==> src/rtl/div_seq_pkg.sv <==
// Shared definitions for the sequential restoring divider: FSM encoding and default iteration count.
package div_seq_pkg;

  localparam int DIV_ITERS = 32;

  typedef enum logic [1:0] {
    DIV_IDLE = 2'd0,
    DIV_RUN  = 2'd1,
    DIV_DONE = 2'd2
  } div_state_e;

endpackage

==> src/rtl/div_step.sv <==
// One restoring-division iteration: shift in a dividend bit, subtract the divisor if it fits.
module div_step #(
  parameter int WIDTH = 32
) (
  input  logic [WIDTH-1:0] rem_in,
  input  logic             dvd_bit,
  input  logic [WIDTH-1:0] divisor,
  output logic [WIDTH-1:0] rem_out,
  output logic             q_bit
);

  logic [WIDTH:0] trial;

  assign trial   = {rem_in, dvd_bit};
  assign q_bit   = (trial >= {1'b0, divisor});
  // The partial remainder stays below the divisor, so the difference always fits in WIDTH bits.
  assign rem_out = q_bit ? WIDTH'(trial - {1'b0, divisor}) : trial[WIDTH-1:0];

endmodule

==> src/rtl/div_seq.sv <==
// Multi-cycle restoring divider for DIV/DIVU producing {remainder, quotient}.
// Optional macro DIV_ZERO_FAST_EN: a zero divisor skips the iterations and completes in one cycle.
module div_seq
  import div_seq_pkg::*;
#(
  parameter int WIDTH = DIV_ITERS
) (
  input  logic               clk,
  input  logic               resetn,
  input  logic               start,
  input  logic               signed_div,
  input  logic               annul,
  input  logic [WIDTH-1:0]   opdata1,
  input  logic [WIDTH-1:0]   opdata2,
  output logic [2*WIDTH-1:0] result,
  output logic               ready,
  output logic               stall_div
);

  localparam int CNT_W = (WIDTH > 1) ? $clog2(WIDTH) : 1;
  localparam logic [CNT_W-1:0] LAST_CNT = CNT_W'(WIDTH - 1);

`ifdef DIV_ZERO_FAST_EN
  localparam bit FAST_DZ = 1'b1;
`else
  localparam bit FAST_DZ = 1'b0;
`endif

  function automatic logic [WIDTH-1:0] neg_if(input logic [WIDTH-1:0] v, input logic n);
    neg_if = n ? (~v + 1'b1) : v;
  endfunction

  div_state_e       state;
  logic [CNT_W-1:0] cnt;
  logic             ready_r;

  logic [WIDTH-1:0] rem;
  logic [WIDTH-1:0] dvd;
  logic [WIDTH-1:0] dvs;
  logic [WIDTH-1:0] dvd_raw;
  logic             q_neg;
  logic             r_neg;

  logic             a_neg;
  logic             b_neg;
  logic             accept;
  logic [WIDTH-1:0] step_rem;
  logic             step_q;
  logic [WIDTH-1:0] fin_quot;
  logic             dvz;

  assign a_neg    = signed_div & opdata1[WIDTH-1];
  assign b_neg    = signed_div & opdata2[WIDTH-1];
  assign accept   = (state == DIV_IDLE) && start && !annul;
  assign fin_quot = {dvd[WIDTH-2:0], step_q};
  assign dvz      = (dvs == '0);

  assign stall_div = accept || (state == DIV_RUN);
  assign ready     = ready_r & ~annul;

  div_step #(.WIDTH(WIDTH)) u_step (
    .rem_in  (rem),
    .dvd_bit (dvd[WIDTH-1]),
    .divisor (dvs),
    .rem_out (step_rem),
    .q_bit   (step_q)
  );

  // Control: FSM, iteration counter, registered result and ready pulse
  always_ff @(posedge clk or negedge resetn) begin
    if (!resetn) begin
      state   <= DIV_IDLE;
      cnt     <= '0;
      result  <= '0;
      ready_r <= 1'b0;
    end else begin
      ready_r <= 1'b0;
      case (state)
        DIV_IDLE: begin
          if (accept) begin
            cnt <= '0;
            if (FAST_DZ && (opdata2 == '0)) begin
              result  <= {opdata1, {WIDTH{1'b1}}};
              ready_r <= 1'b1;
              state   <= DIV_DONE;
            end else begin
              state <= DIV_RUN;
            end
          end
        end
        DIV_RUN: begin
          if (annul) begin
            state <= DIV_IDLE;
          end else begin
            cnt <= cnt + 1'b1;
            if (cnt == LAST_CNT) begin
              state   <= DIV_DONE;
              ready_r <= 1'b1;
              if (dvz) result <= {dvd_raw, {WIDTH{1'b1}}};
              else     result <= {neg_if(step_rem, r_neg), neg_if(fin_quot, q_neg)};
            end
          end
        end
        DIV_DONE: state <= DIV_IDLE;
        default:  state <= DIV_IDLE;
      endcase
    end
  end

  // Datapath: operand magnitudes latched once at start, then shifted per step
  always_ff @(posedge clk) begin
    if (accept) begin
      rem     <= '0;
      dvd     <= neg_if(opdata1, a_neg);
      dvs     <= neg_if(opdata2, b_neg);
      dvd_raw <= opdata1;
      q_neg   <= a_neg ^ b_neg;
      r_neg   <= a_neg;
    end else if (state == DIV_RUN) begin
      rem <= step_rem;
      dvd <= fin_quot;
    end
  end

endmodule

==> config.mk <==
export PLATFORM = sky130hd
export DESIGN_NAME = div_seq
export DESIGN_NICKNAME = d
export VERILOG_FILES = /design/src/rtl/div_seq_pkg.sv /design/src/rtl/div_step.sv /design/src/rtl/div_seq.sv
export SDC_FILE = /design/constraint.sdc
export NUM_CORES = 1
export LEC_CHECK = 0
export CAP_MARGIN = 30
export CORE_AREA = 2 2 243 185
export CTS_CLUSTER_SIZE = 20
export DETAILED_ROUTE_END_ITERATION = 12
export DIE_AREA = 0 0 245 187
export DONT_BUFFER_PORTS = 1
export PLACE_DENSITY = 0.46
export SYNTH_ARGS = -nofsm -noshare
export SYNTH_HDL_FRONTEND = slang
export SYNTH_SLANG_ARGS = --single-unit
==> constraint.sdc <==
create_clock -name clk -period 4.7 [get_ports clk]
set_input_delay 0 -clock clk [delete_from_list [all_inputs] [get_ports clk]]
set_output_delay 0 -clock clk [all_outputs]
set_load 0.01 [all_outputs]
==> flow_summary_export.csv <==
group,metric,value,unit
worst_setup_path,r2r_start,"dvs[26]",
routing,dr.pass1.iters,5,
floorplan,rows,67,
routing,num_vias,11190,
pwr,p_seq_share,26.8,%
worst_setup_path,required,5.13,ns
final_layout,drive_gt1_share,11.69,%
cts,numCtsBuffers,25,
synth,synth_area,12870,um^2
timing,slew_violations,0,
placement,routabilityCongestion,0.9087,
synth,syn_nets,1554,
routing,wl,42.45,mm
synth,yosysMostFrequentCell,"nand2_1",
timing,setup_viol,0,
cts,htree_levels,1,
final_layout,area_growth_syn_to_layout,23.35,%
timing,hold_viol_final,0,
final_layout,seqCellArea,5385,um^2
synth,yosysTopAreaCellShare,22.86,%
worst_setup_path,crit_fanout,5,
global_routing,grt_pass1_wl,66.50,mm
floorplan,die_h,187,um
timing,period_needed,4.497,ns
pwr,clkPwrFrac,21.2,%
synth,synth_seq_area_share,41.84,%
pwr,irDropWorstVdd,0.3336,mV
job,maxCapViolCount,0,
synth,ys_top_cells_by_area,"edfxtp_1 (23%), dfrtp_1 (14%), o21ai_0 (5.7%)",
worst_setup_path,arrival,4.93,ns
timing,hold_ws,0.004498,ns
pwr,power.switching,3.614,mW
worst_setup_path,crit_top_cell,"or3_4",
pwr,power.density,542.8,nW/um^2
placement,dp_hpwl,31.64,mm
synth,synth_area_leader_cell,"edfxtp_1",
timing,fmax,0.2224,GHz
floorplan,die_x,245,um
cts,clkSlewWorstSetupHoldPaths,0.06,ns
worst_setup_path,reg2reg_setup_slack,0.20,ns
timing,finalCritPeriodShare,95.67,%
pwr,switching_share,41.94,%
cts,cts.sinks,202,
routing,drc_errors,0,
synth,synthTopCellsByCount,"nand2_1 (184), o21ai_0 (147), nor2_1 (112)",
final_layout,n_antenna_cell,0,
worst_setup_path,worstRegToRegCells,19,
synth,synth_async_sr_flop_share,35.64,%
synth,synth_ff_type,"edfxtp_1",
cts,cts_root_buf,"clkbuf_16",
timing,rsz0062_at_grt,"no",
global_routing,grt_max_degree,73,
worst_setup_path,slowest_stage,"or4_4",
run_status,status,"completed",
timing,fin_worst_skew,0.02727,ns
global_routing,grt_pass1_vias,11140,
synth,syn_avg_cell_area,8.901,um^2
routing,wl_per_cell,19.35,um
pwr,power_leakage,6.491,nW
cts,cts_max_path_buffers,3,
synth,syn_inst,1446,
floorplan,core-area,43840,um^2
worst_setup_path,max_stage_delay,0.52,ns
synth,synth.distinct_cells,79,
worst_setup_path,path_cells,"inv_1 -> ha_1 -> buf_4 -> and4_2 -> nand2b_1 -> or4_4 -> a31oi_4 -> or3_4 -> mux2i_4 -> ha_4 -> nand2_1 -> nor2_1 -> nand4b_1 -> mux2_4 -> or3_4 -> o41ai_2 -> xnor2_1 -> o21ai_1 -> mux2_2",
synth,synth_edf_count,98,
worst_setup_path,crit_path_start_kind,"flop",
worst_setup_path,setup.worst_path.end_class,"flop",
timing,worstMarginPinSlew,1.047,ns
routing,initialDrtViolationCount,936,
pwr,internal_power,5.004,mW
floorplan,ios,135,
synth,ys_ff_latch,202,
global_routing,grt_overflow_total,0,
final_layout,nets,1697,
global_routing,grtUsageTotal,18.44,%
final_layout,num-fill-cells,4533,
synth,ys.warnings.count,0,
min_path,min_path_type,"in2async",
timing,fin_tns_setup,0,ns
cts,cts_setup_buffers,0,
routing,routed_via_density,5.102,
timing,slew_headroom,30.18,%
final_layout,multi_input_area,7101,um^2
pwr,power_frac_comb,51.9,%
worst_setup_path,crit_type,"reg2reg",
routing,ant_nets,0,
cts,cts_tree,"built",
floorplan,fp.dieArea,45820,um^2
worst_setup_path,rr_endpoint,"result[54]",
placement,port_buffers,0,
cts,clk_latency,0.55,ns
global_routing,antenna_found_initial,0,
floorplan,start_util,29.36,%
## worst max path at each step
stage	cells past startpoint	end	from
floorplan	25	result[54]	dvs[27]
global placement	20	result[54]	dvs[2]
detailed placement	20	result[54]	dvs[1]
CTS	17	result[54]	rem[26]
global route	19	result[54]	dvs[26]
finish	19	result[54]	dvs[26]
## kinds of logic (layout without fill, tap and decap cells)
family / Yosys count / count (layout) / synth area share (%)
adder cells (fa/ha/maj): 39 / 39 / 3.850
buffers and inverters: 130 / 292 / 4.054
AO/OA/AOI/OAI: 401 / 401 / 19.41
AND/OR/NAND/NOR: 500 / 500 / 18.52
XOR/XNOR: 135 / 135 / 9.186
flip-flops: 202 / 202 / 41.84
multiplexers: 39 / 39 / 3.140
## layout by cell type, fill, tap and decap left out, types with 62 or more instances in the layout
cell type	synthesis	layout
a21oi_1	101	98
edfxtp_1	98	98
nor2_1	112	110
xnor2_1	62	62
o21ai_0	147	144
dlygate4sd3_1	0	92
xor2_1	73	73
nand2_1	184	183
dfrtp_1	72	72
buf_4	0	90
## power by group through the flow
stage	combinational (mW)	clock (mW)	sequential (mW)
6_report	4.47	1.83	2.31
5_1_grt	4.93	1.96	2.34
4_1_cts	4.38	1.87	2.31
3_5_place_dp	4.24	0	2.35
3_3_place_gp	4.23	0	2.35
2_1_floorplan	2.86	0	2.28
## through the flow
step | std cells | area, um^2 | setup WS [ns] | util, % | power, mW
4_1_cts | 2194 | 15760 | 0.06387 | 35.96 | 8.571
3_5_place_dp | 2055 | 14050 | 0.08599 | 32.05 | 6.587
5_1_grt | 2194 | 15880 | 0.001608 | 36.21 | 9.233
3_3_place_gp | 2054 | 14050 | 0.1485 | 32.04 | 6.582
6_report | 2194 | 15880 | 0.2034 | 36.21 | 8.618
2_1_floorplan | 1446 | 12910 | 0.03359 | - | 5.139
## sequential cells by signal (all words and copies together) (netlist names)
register and cells:
cnt 5, dvd 32, dvd_raw 32, dvs 32, q_neg 1, r_neg 1, ready_r 1, rem 32
result 64, state 2
## what timing repair did
action | 4_1_cts | 5_1_grt
gates resized for setup | 0 | 23
hold endpoints to repair | 176 | 0
endpoints found under the setup margin | 0 | 13
hold buffers | 93 | 0
## metal layers
layer / wire length, um / GRT usage [%] / vias up
li1: - / - / 5519
met1: 20940 / 26.84 / 5380
met2: 18660 / 28.55 / 232
met3: 1836 / 2.956 / 63
met4: 1016 / 4.292 / 0
met5: 0 / 0 / -
## critical path: cells and delay by family, from the launching register on
family,cells,cell delay [ns]
muxes,3,0.87
and+or+nand+nor,8,1.81
adders and majority gates,2,0.45
buffers and inverters,2,0.18
AOI/OAI and AO/OA,3,0.56
DFF,1,0.35
xor gates and xnor gates,1,0.16
## final cells by class
cell class / instances / area share [%]
multi-input combinational: 1114 / 44.72
sequential: 202 / 33.92
timing repair buffer: 186 / 10.51
tap: 586 / 4.618
clock buffer: 35 / 4.374
inverter: 60 / 1.419
clock inverter: 11 / 0.4334
Note: power is estimated with default switching activity, not from simulation.
